===== config.mk =====
export PLATFORM = sky130hd
export DESIGN_NAME = rr_stream_mux
export DESIGN_NICKNAME = d
export VERILOG_FILES = /design/src/rtl/rr_stream_mux_pkg.sv /design/src/rtl/rr_stream_mux_rr_pick.sv /design/src/rtl/rr_stream_mux.sv
export SDC_FILE = /design/constraint.sdc
export NUM_CORES = 1
export LEC_CHECK = 0
export ABC_AREA = 1
export CAP_MARGIN = 10
export CORE_UTILIZATION = 37
export CTS_CLUSTER_SIZE = 30
export DETAILED_ROUTE_END_ITERATION = 8
export GPL_ROUTABILITY_DRIVEN = 0
export GPL_TIMING_DRIVEN = 0
export PLACE_DENSITY = 0.86
export SLEW_MARGIN = 15
export SYNTH_ARGS = -nofsm -noshare
export SYNTH_HDL_FRONTEND = slang
export SYNTH_SLANG_ARGS = --single-unit

===== constraint.sdc =====
create_clock -name clk -period 2.8 [get_ports clk]
set_clock_uncertainty 0.15 [all_clocks]
set_input_delay 0.56 -clock clk [delete_from_list [all_inputs] [get_ports clk]]
set_output_delay 0.56 -clock clk [all_outputs]
set_load 0.005 [all_outputs]

===== src/rtl/rr_stream_mux_pkg.sv =====
// Shared definitions for the rr_stream_mux slice: arbitration mode encodings
// and the rotating-priority search used by rr_pick.
package rr_stream_mux_pkg;

   // Arbitration mode encodings driven on sel_mode.
   localparam logic MODE_RR    = 1'b0;
   localparam logic MODE_FIXED = 1'b1;

   // Widest channel count the rotate search is unrolled for.
   localparam int MAX_CH = 64;

   // Returns the first index with valid set, searching ptr, ptr+1, ...
   // wrapping modulo n_ch; returns -1 when nothing is valid.
   // The wrap is done by a conditional subtract rather than a modulo so the
   // unrolled search stays a plain adder/compare chain.
   function automatic int rotate_pick(input logic [MAX_CH-1:0] valid,
                                      input int               n_ch,
                                      input int               ptr);
      int result;
      int idx;
      result = -1;
      idx    = 0;
      for (int k = 0; k < MAX_CH; k++) begin
         if ((k < n_ch) && (result < 0)) begin
            idx = ptr + k;
            if (idx >= n_ch) begin
               idx = idx - n_ch;
            end
            if (valid[idx[5:0]]) begin
               result = idx;
            end
         end
      end
      return result;
   endfunction

endpackage


===== src/rtl/rr_stream_mux_rr_pick.sv =====
// rr_pick: combinational rotating-priority encoder.
// Picks the first valid channel at or after ptr, wrapping modulo N_CH.
module rr_pick
   import rr_stream_mux_pkg::*;
#(
   parameter  int N_CH  = 4,
   localparam int SEL_W = $clog2(N_CH)
) (
   input  logic [N_CH-1:0]  in_valid,
   input  logic [SEL_W-1:0] ptr,
   output logic [SEL_W-1:0] grant,
   output logic             grant_valid
);

   logic [MAX_CH-1:0] valid_ext;
   int                pick;

   // Zero-extend the request vector and run the rotating search.
   always_comb begin
      // NOTE: every output of a combinational block gets a default first, so
      // no path leaves it unassigned and no latch is inferred.
      valid_ext              = '0;
      valid_ext[N_CH-1:0]    = in_valid;
      pick                   = rotate_pick(valid_ext, N_CH, int'(ptr));
      grant_valid            = (pick >= 0);
      grant                  = pick[SEL_W-1:0];
   end

endmodule


===== src/rtl/rr_stream_mux.sv =====
// rr_stream_mux: N-channel, W-bit valid/ready stream multiplexer with a
// registered output stage. Channel choice is round-robin (sel_mode=0) or
// fixed by sel (sel_mode=1). One beat per cycle at full throughput.
// Optional feature macro: RR_STREAM_MUX_LOCK_EN adds in_last/out_last and
// holds the grant on one channel until that channel's packet ends.
module rr_stream_mux
   import rr_stream_mux_pkg::*;
#(
   parameter  int N_CH  = 4,
   parameter  int W     = 8,
   localparam int SEL_W = $clog2(N_CH)
) (
   input  logic                clk,
   input  logic                rst_n,
   input  logic                sel_mode,
   input  logic [SEL_W-1:0]    sel,
   input  logic [N_CH*W-1:0]   in_data,
   input  logic [N_CH-1:0]     in_valid,
   output logic [N_CH-1:0]     in_ready,
`ifdef RR_STREAM_MUX_LOCK_EN
   input  logic [N_CH-1:0]     in_last,
   output logic                out_last,
`endif
   output logic [W-1:0]        out_data,
   output logic                out_valid,
   input  logic                out_ready,
   output logic [SEL_W-1:0]    out_ch
);

   // Channel-indexed vectors are padded to a power of two so any sel value
   // indexes a defined bit; the padding reads as "not valid".
   localparam int N_PAD = 1 << SEL_W;

   logic [SEL_W-1:0] ptr;
   logic [SEL_W-1:0] ptr_next;
   logic [SEL_W-1:0] rr_grant;
   logic             rr_grant_valid;
   logic [SEL_W-1:0] grant;
   logic             grant_valid;
   logic             slot_free;
   logic             load;
   logic             advance_ptr;
   logic [N_PAD-1:0] valid_pad;
   logic [W-1:0]     chan_data [N_PAD];

`ifdef RR_STREAM_MUX_LOCK_EN
   logic             lock_q;
   logic [SEL_W-1:0] lock_ch;
   logic [N_PAD-1:0] last_pad;
`endif

   // Round-robin candidate, evaluated every cycle from the current pointer.
   rr_pick #(
      .N_CH        (N_CH)
   ) u_pick (
      .in_valid    (in_valid),
      .ptr         (ptr),
      .grant       (rr_grant),
      .grant_valid (rr_grant_valid)
   );

   // Unpack the flat input bus into per-channel words, padding unused slots.
   always_comb begin
      valid_pad = N_PAD'(in_valid);
      chan_data = '{default: '0};
      for (int i = 0; i < N_CH; i++) begin
         chan_data[i] = in_data[i*W +: W];
      end
   end

`ifdef RR_STREAM_MUX_LOCK_EN
   // Pad in_last the same way as in_valid for safe indexing by grant.
   always_comb begin
      last_pad = N_PAD'(in_last);
   end
`endif

   // Grant selection: round-robin or fixed select, overridden by an open packet.
   always_comb begin
      grant       = rr_grant;
      grant_valid = rr_grant_valid;
      if (sel_mode == MODE_FIXED) begin
         // sel beyond N_CH-1 lands on a zero pad bit, so nothing is granted.
         grant       = sel;
         grant_valid = valid_pad[sel];
      end
`ifdef RR_STREAM_MUX_LOCK_EN
      if (lock_q) begin
         grant       = lock_ch;
         grant_valid = valid_pad[lock_ch];
      end
`endif
   end

   // Handshake: the output slot can take a beat when empty or being drained.
   always_comb begin
      slot_free = !out_valid || out_ready;
      load      = rst_n && slot_free && grant_valid;
      in_ready  = '0;
      for (int i = 0; i < N_CH; i++) begin
         in_ready[i] = load && (grant == SEL_W'(i));
      end
   end

   // Pointer moves past the granted channel, wrapping N_CH-1 back to 0.
   // It only moves for round-robin grants or while finishing a locked packet.
   always_comb begin
      ptr_next    = (grant == SEL_W'(N_CH - 1)) ? '0 : grant + 1'b1;
      advance_ptr = (sel_mode == MODE_RR);
`ifdef RR_STREAM_MUX_LOCK_EN
      advance_ptr = advance_ptr || lock_q;
`endif
   end

   // Output register and round-robin pointer.
   always_ff @(posedge clk) begin
      // NOTE: all sequential state is written with non-blocking assignments so
      // every register samples pre-edge values regardless of statement order.
      if (!rst_n) begin
         // NOTE: the data/channel registers are reset too, because their zero
         // value after reset is visible to the consumer.
         ptr       <= '0;
         out_valid <= 1'b0;
         out_data  <= '0;
         out_ch    <= '0;
      end else begin
         if (load) begin
            out_data  <= chan_data[grant];
            out_ch    <= grant;
            out_valid <= 1'b1;
         end else if (out_ready) begin
            out_valid <= 1'b0;
         end
         if (load && advance_ptr) begin
            ptr <= ptr_next;
         end
      end
   end

`ifdef RR_STREAM_MUX_LOCK_EN
   // Packet lock: open on a non-last beat, close on the last beat.
   always_ff @(posedge clk) begin
      if (!rst_n) begin
         lock_q   <= 1'b0;
         lock_ch  <= '0;
         out_last <= 1'b0;
      end else if (load) begin
         out_last <= last_pad[grant];
         lock_q   <= !last_pad[grant];
         lock_ch  <= grant;
      end
   end
`endif

endmodule


; ---- Yosys cells after proc, flatten, opt, wreduce, memory -nomap -nowiden
; Cells that the tools add are included.
[totals]
output_inout_bits = 15
ff_bits = 13
wordCells = 74
[op_classes]
n_mux = 32
n_eq_ne = 3
n_lt_le_gt_ge = 14
bitwise = 2
n_reduce_logical = 11
addsub = 8
[ops]
columns = cell, n
row1 = $mux 32, 14
row2 = $ge 32x4->1 const B, 3
row3 = $lt 32x1->1 const B, 3
row4 = $sub 32x4->32 const B, 3
row5 = $ge 32x1->1 const B, 1
row6 = $lt 6x7->1 const B, 4
row7 = $bmux 1 s6, 4
row8 = $bmux 8 s2, 1
row9 = $mux 8, 2
row10 = $mux 1, 8
row11 = $logic_and 1x1->1, 7
row12 = $add 2x2->3 const B, 2
row13 = $eq 2x2->1 const B, 2
row14 = $mux 2, 2
row15 = $sub 2x3->4 const B, 1
row16 = $add 2x1->3 const B, 1
row17 = $ge 2x3->1 const B, 1
row18 = $ge 3x3->1 const B, 1
row19 = $lt 2x3->1 const B, 1
row20 = $not 2->3, 1
row21 = $add 2x1->2 const B, 1
row22 = $bmux 1 s2, 1
row23 = $eq 2x1->1 const B, 1
row24 = $logic_not 2->1, 1
row25 = 4 further kinds, 4

; ---- Longest topological paths before layout
[logic_depth]
ltp_word = 28
mapped_depth = 17
depth_no_buf = 16

; ---- Cells and area by module
; Synthesis repeated with hierarchy kept, for this count alone.
[unflattened]
hier_cells = 263
area_unflattened_um2 = 1441.4
[by_module_without_submodules]
columns = module, area_each_um2, cells_each, instances
row1 = rr_stream_mux, 1114.8, 206, 1
row2 = rr_pick, 326.6, 57, 1

; ---- Worst setup path before layout
; Ideal clock, no wire load.
[synth_path]
kind = register -> output
from = register ptr[0]
to = output port in_ready[3]
stages_incl_launch_ff = 15
path_buffers = 1
setup_slack_ns = -0.059
t_required_ns = 2.090
arrival_time_ns = 2.149
cell_sequence = dfxtp_1 inv_2 ha_1 inv_1 nand3_1 nand2_1 nor2_2 nand4_1 a21oi_2 nand2_4 nand2_4 buf_4 ha_1 inv_1 nor2_1
[synth_between]
word_cells_on_any_way = 42
cone_classes = add/sub: 7 / order compare: 8 / eq/ne: 1 / mux: 24 / reduce/logical: 2
[synth_rtl]
columns = item, line
row1 = "start, declared", rr_stream_mux.sv:34  ; logic [SEL_W-1:0] ptr;
row2 = "start signal, assigned", rr_stream_mux.sv:135  ; ptr <= ptr_next;
row3 = $add 2x1->3, rr_stream_mux_pkg.sv:25  ; idx = ptr + k;
row4 = $sub 32x4->32 or $ge 32x4->1 (tied branches), "rr_stream_mux_pkg.sv:27, rr_stream_mux_pkg.sv:26"
row5 = $mux 32, rr_stream_mux_pkg.sv:26  ; if (idx >= n_ch) begin
row6 = $mux 32, rr_stream_mux_pkg.sv:24  ; if ((k < n_ch) && (result < 0)) begin
row7 = $bmux 1 s6, rr_stream_mux_pkg.sv:29  ; if (valid[idx[5:0]]) begin
row8 = $mux 1 (implied by the code), rr_stream_mux_pkg.sv:29
row9 = $mux 32, rr_stream_mux_pkg.sv:29
row10 = $mux 32, rr_stream_mux_pkg.sv:24
row11 = $lt 32x1->1 or $mux 32 (tied branches), "rr_stream_mux_pkg.sv:24, rr_stream_mux_pkg.sv:29"
row12 = $mux 32, rr_stream_mux_pkg.sv:24
row13 = $lt 32x1->1 or $mux 32 (tied branches), "rr_stream_mux_pkg.sv:24, rr_stream_mux_pkg.sv:29"
row14 = $mux 32 (*), rr_stream_mux_pkg.sv:24
row15 = $mux 2 (*), rr_stream_mux.sv:82  ; if (sel_mode == MODE_FIXED) begin
row16 = net grant[0], rr_stream_mux.sv:38  ; logic [SEL_W-1:0] grant;
row17 = $eq 2x2->1 (*), rr_stream_mux.sv:101  ; in_ready[i] = load && (grant == SEL_W'(i));
row18 = $logic_and 1x1->1 (*), rr_stream_mux.sv:101
row19 = "end, declared", rr_stream_mux.sv:19  ; output logic [N_CH-1:0] in_ready,
; Mark *: on every way through the listed nets, which the timed path passes. The rest lies on a longest branch. The select of a mux whose other input is x is not followed.

; ---- Final worst setup path
[layout_path]
from = input port in_valid[0]
to = output port in_ready[1]
[layout_between]
word_cells_on_any_way = 26
cone_classes = order compare: 4 / eq/ne: 1 / mux: 19 / reduce/logical: 2
[layout_rtl]
columns = item, line
row1 = "start, declared", rr_stream_mux.sv:18  ; input logic [N_CH-1:0] in_valid,
row2 = $bmux 1 s6, rr_stream_mux_pkg.sv:29
row3 = $mux 1 (implied by the code), rr_stream_mux_pkg.sv:29
row4 = $mux 32, rr_stream_mux_pkg.sv:29
row5 = $lt 32x1->1 or $mux 32 (tied branches), "rr_stream_mux_pkg.sv:24, rr_stream_mux_pkg.sv:29"
row6 = $mux 32, rr_stream_mux_pkg.sv:24
row7 = $lt 32x1->1 or $mux 32 (tied branches), "rr_stream_mux_pkg.sv:24, rr_stream_mux_pkg.sv:29"
row8 = $mux 32, rr_stream_mux_pkg.sv:24
row9 = $lt 32x1->1 or $mux 32 (tied branches), "rr_stream_mux_pkg.sv:24, rr_stream_mux_pkg.sv:29"
row10 = $mux 32 (*), rr_stream_mux_pkg.sv:24
row11 = $mux 2 (*), rr_stream_mux.sv:82
row12 = net grant[1], rr_stream_mux.sv:38
row13 = $eq 2x1->1 (*), rr_stream_mux.sv:101
row14 = $logic_and 1x1->1 (*), rr_stream_mux.sv:101
; Marked as above.

==> summary.md <==
| Metric | Value |
|---|---|
| Crit end category | primary output |
| Number of global-route vias before repair | between 1,000 and 1,500 |
| Ys async rst share | 0 |
| DRT Pass-1 Iters | 4 |
| Synth top area share | 0.2099 |
| Reg area | roughly 270 µm² |
| DRC viols | 0 |
| Die W | 59.89 µm |
| Main synth FF type | dfxtp_1 |
| Design area | around 2200 µm² |
| Clock sinks | 13 |
| CP max-delay cell | dlygate4sd2_1 |
| 1st-iter DRT viols | 50 |
| Yosys cell types | 21 |
| Worst setup margin | -245.3 ps |
| Buffers plus inverters on the worst setup path | 7 |
| DP Wirelength | 2679 µm |
| Clock-pin slew on the worst setup and hold paths | 90 ps |
| Area growth from synthesis to layout | 79.52% |
| Initial antenna violation count | 0 |
| Num ports | 57 |
| Synthesized Nets | approximately 260 |
| Met2 WL | roughly 2300 µm |
| Synth cell count leaders | nand2_1, nand3_1, inv_1 |
| Total number of yosys warnings | 0 |
| Arrival @ worst endpoint | roughly 2300 ps |
| Tightest Hold Check Type | flop to flop |
| Cts-stage hold buffer count | 0 |
| Max Fclk | between 300 and 400 MHz |
| Seq cells post-synth | 13 |
| Die height | between 50 and 60 µm |
| Starting Density | 0.3964 |
| Cell count after synthesis | ~210 |
| RSZ-0062 raised after global routing | true |
| CP max FO | 4 |
| Max Buffers Root-to-Sink | 2 |
| Mean area per synthesized cell | about 6 µm² |
| Nets | 340 |
| Dominant cell type by area after synthesis | dfxtp_1 |
| M1 WL | 1708 µm |
| All-layer global routing usage | 0.2372 |
| Power Total | around 0.87 mW |
| Met3 WL | approximately 310 µm |
| CP delay by family, top | simple AND/OR/NAND/NOR gates |
| Core Box Area | ~3100 µm² |
| Tcrit/Tclk final | 1.088 |
| Row count | 20 |
| Number of antenna-violating nets in the routed design | 0 |
| Hold slack | between 300 and 400 ps |
| CTS Buf Count | 3 |
| Max_slew headroom | 0.6524 |
| Layout cell share with drive strength beyond 1 | 0.2743 |
| Worst-Margin Slew | ~520 ps |
| Via count | between 1,500 and 2,000 |
| Slew Viols, Final | 0 |
| Worst EP required | roughly 2100 ps |
| Register area share after synthesis | 0.2099 |
| Slowest cell delay on critical path | approximately 280 ps |
| Status | complete, but fails checks |
| Post-synth EDFFs | 0 |
| Top-count cell post-synth | nand2_1 |
| DP Area | ~1900 µm² |
| Power Dens Cells | approximately 390 nW/µm² |
| Multi-input combinational cell area | slightly below 1000 µm² |
| Die ar. | ~3600 µm² |
| Synth Cell Area | around 1200 µm² |
| Vias per inst | approximately 5.1 |
| Cells along the critical path | dlygate4sd2_1, inv_1, nand2_2, nand3_1, nand2_1, inv_2, nand2_4, nor2_4, nand3_2, nand3_4, nand2_4, inv_4, buf_6, ha_4, inv_1, nor2_1, buf_2 |
| Startpoint types | primary input |
| P_leak | about 1.1 nW |
| WS Path Type | primary input to primary output |
| ANT cells | 0 |
| Max VDD drop | roughly 0.00027 V |
| # port buffers | 56 |
| Final hold violation count | 0 |
| WL/cell | 13.27 µm |
| Post-Route WL | ~4400 µm |
| Global-route wire length before repair | 6389 µm |
| # fillers | between 200 and 250 |
| Final Critical Period | between 3000 and 4000 ps |
| Maximum number of pins on one net before global-route repair | 17 |
| Endpoints failing setup | 4 |
| Clk Tree Root Cell | clkbuf_4 |
| Max-Cap Viols | 0 |
| Worst skew pair latency | 280 ps |
| TritonCTS clock tree | built |
| GR Overflow Total | 0 |
| H-tree Lvls | 1 |
| Top Layer Used | met4 |
| Synth area leaders | dfxtp_1, nand2_1, nand3_1, ha_1, inv_1 |
| Failing checks | setup timing |
logic make-up after synthesis:
kind of cell | after synthesis | synth area share
simple gates | 126 | 0.4773
buf+inv | 36 | 0.1211
compound gates | 22 | 0.1009
flops | 13 | 0.2099
fa+ha+maj | 9 | 0.09082
metal layers:
metal,vias up,global-route usage
li1,820,-
met3,16,0.05628
met4,0,0.07641
met5,-,0
met1,762,0.2848
met2,83,0.4127
flip-flops by register name, indices dropped and copies added (netlist names):
| register | count |
|---|---|
| out_data | 8 |
| out_valid | 1 |
| out_ch | 2 |
| ptr | 2 |
final timing paths:
check,cells past startpoint,startpoint,slack (ps),end
min reg2reg,2,out_data[3],340,out_data[3]
min,2,out_data[3],340,out_data[3]
max reg2reg,14,ptr[0],140,ptr[1]
max,17,in_valid[0],-250,in_ready[1]
worst register-to-register path: cells and delay by family, from the launching register on:
kind	cells	cell delay, ps
AND/OR/NAND/NOR	6	770
buffers and inverters	5	600
flip-flops	1	390
AO/OA/AOI/OAI	2	340
adder cells (fa/ha/maj)	1	280
cell type report:
class                   count  area share
well taps                  44     0.02473
clock buffers               4     0.01180
flip-flops and latches     13      0.1203
inverters                  32     0.06183
plain buffers               3     0.01518
multi-input cells         157      0.4413
repair buffers             79      0.3249
where the power goes:
group          total [mW]  switching (mW)  leakage [nW]  internal (mW)
clock network       0.121          0.0655        0.0150         0.0554
registers           0.232          0.0188         0.109          0.213
logic               0.513           0.252         0.928          0.262
through the flow:
stage | TNS [ps] | cells | utilization | setup slack, ps
floorplan | 0 | 206 | - | 10.41
detailed placement | -3877 | 306 | 0.5936 | -941.2
CTS | -663.9 | 328 | 0.6912 | -193.5
global placement | -3481 | 306 | 0.5936 | -885.0
finish | -819.5 | 332 | 0.7116 | -245.3
global route | -1337 | 332 | 0.7116 | -361.9
cell usage in the layout (no fill, tap or decap), types with 5 or more instances in the layout:
cell type / netlist / final
nand2_2: 7 / 11
nand3_1: 31 / 28
nor2_1: 17 / 15
a21oi_1: 10 / 10
inv_1: 29 / 22
inv_2: 3 / 5
dfxtp_1: 13 / 11
nand2_1: 58 / 52
clkdlybuf4s50_1: 0 / 48
ha_4: 0 / 5
buf_4: 1 / 19
what timing repair did:
action,in CTS,in global routing
hold endpoints to repair,0,0
setup endpoints to repair,6,5
gates cloned,0,0
setup buffers,19,4
pin swaps,14,12
gates resized for setup,64,8
(Power assumes the default switching activity.)
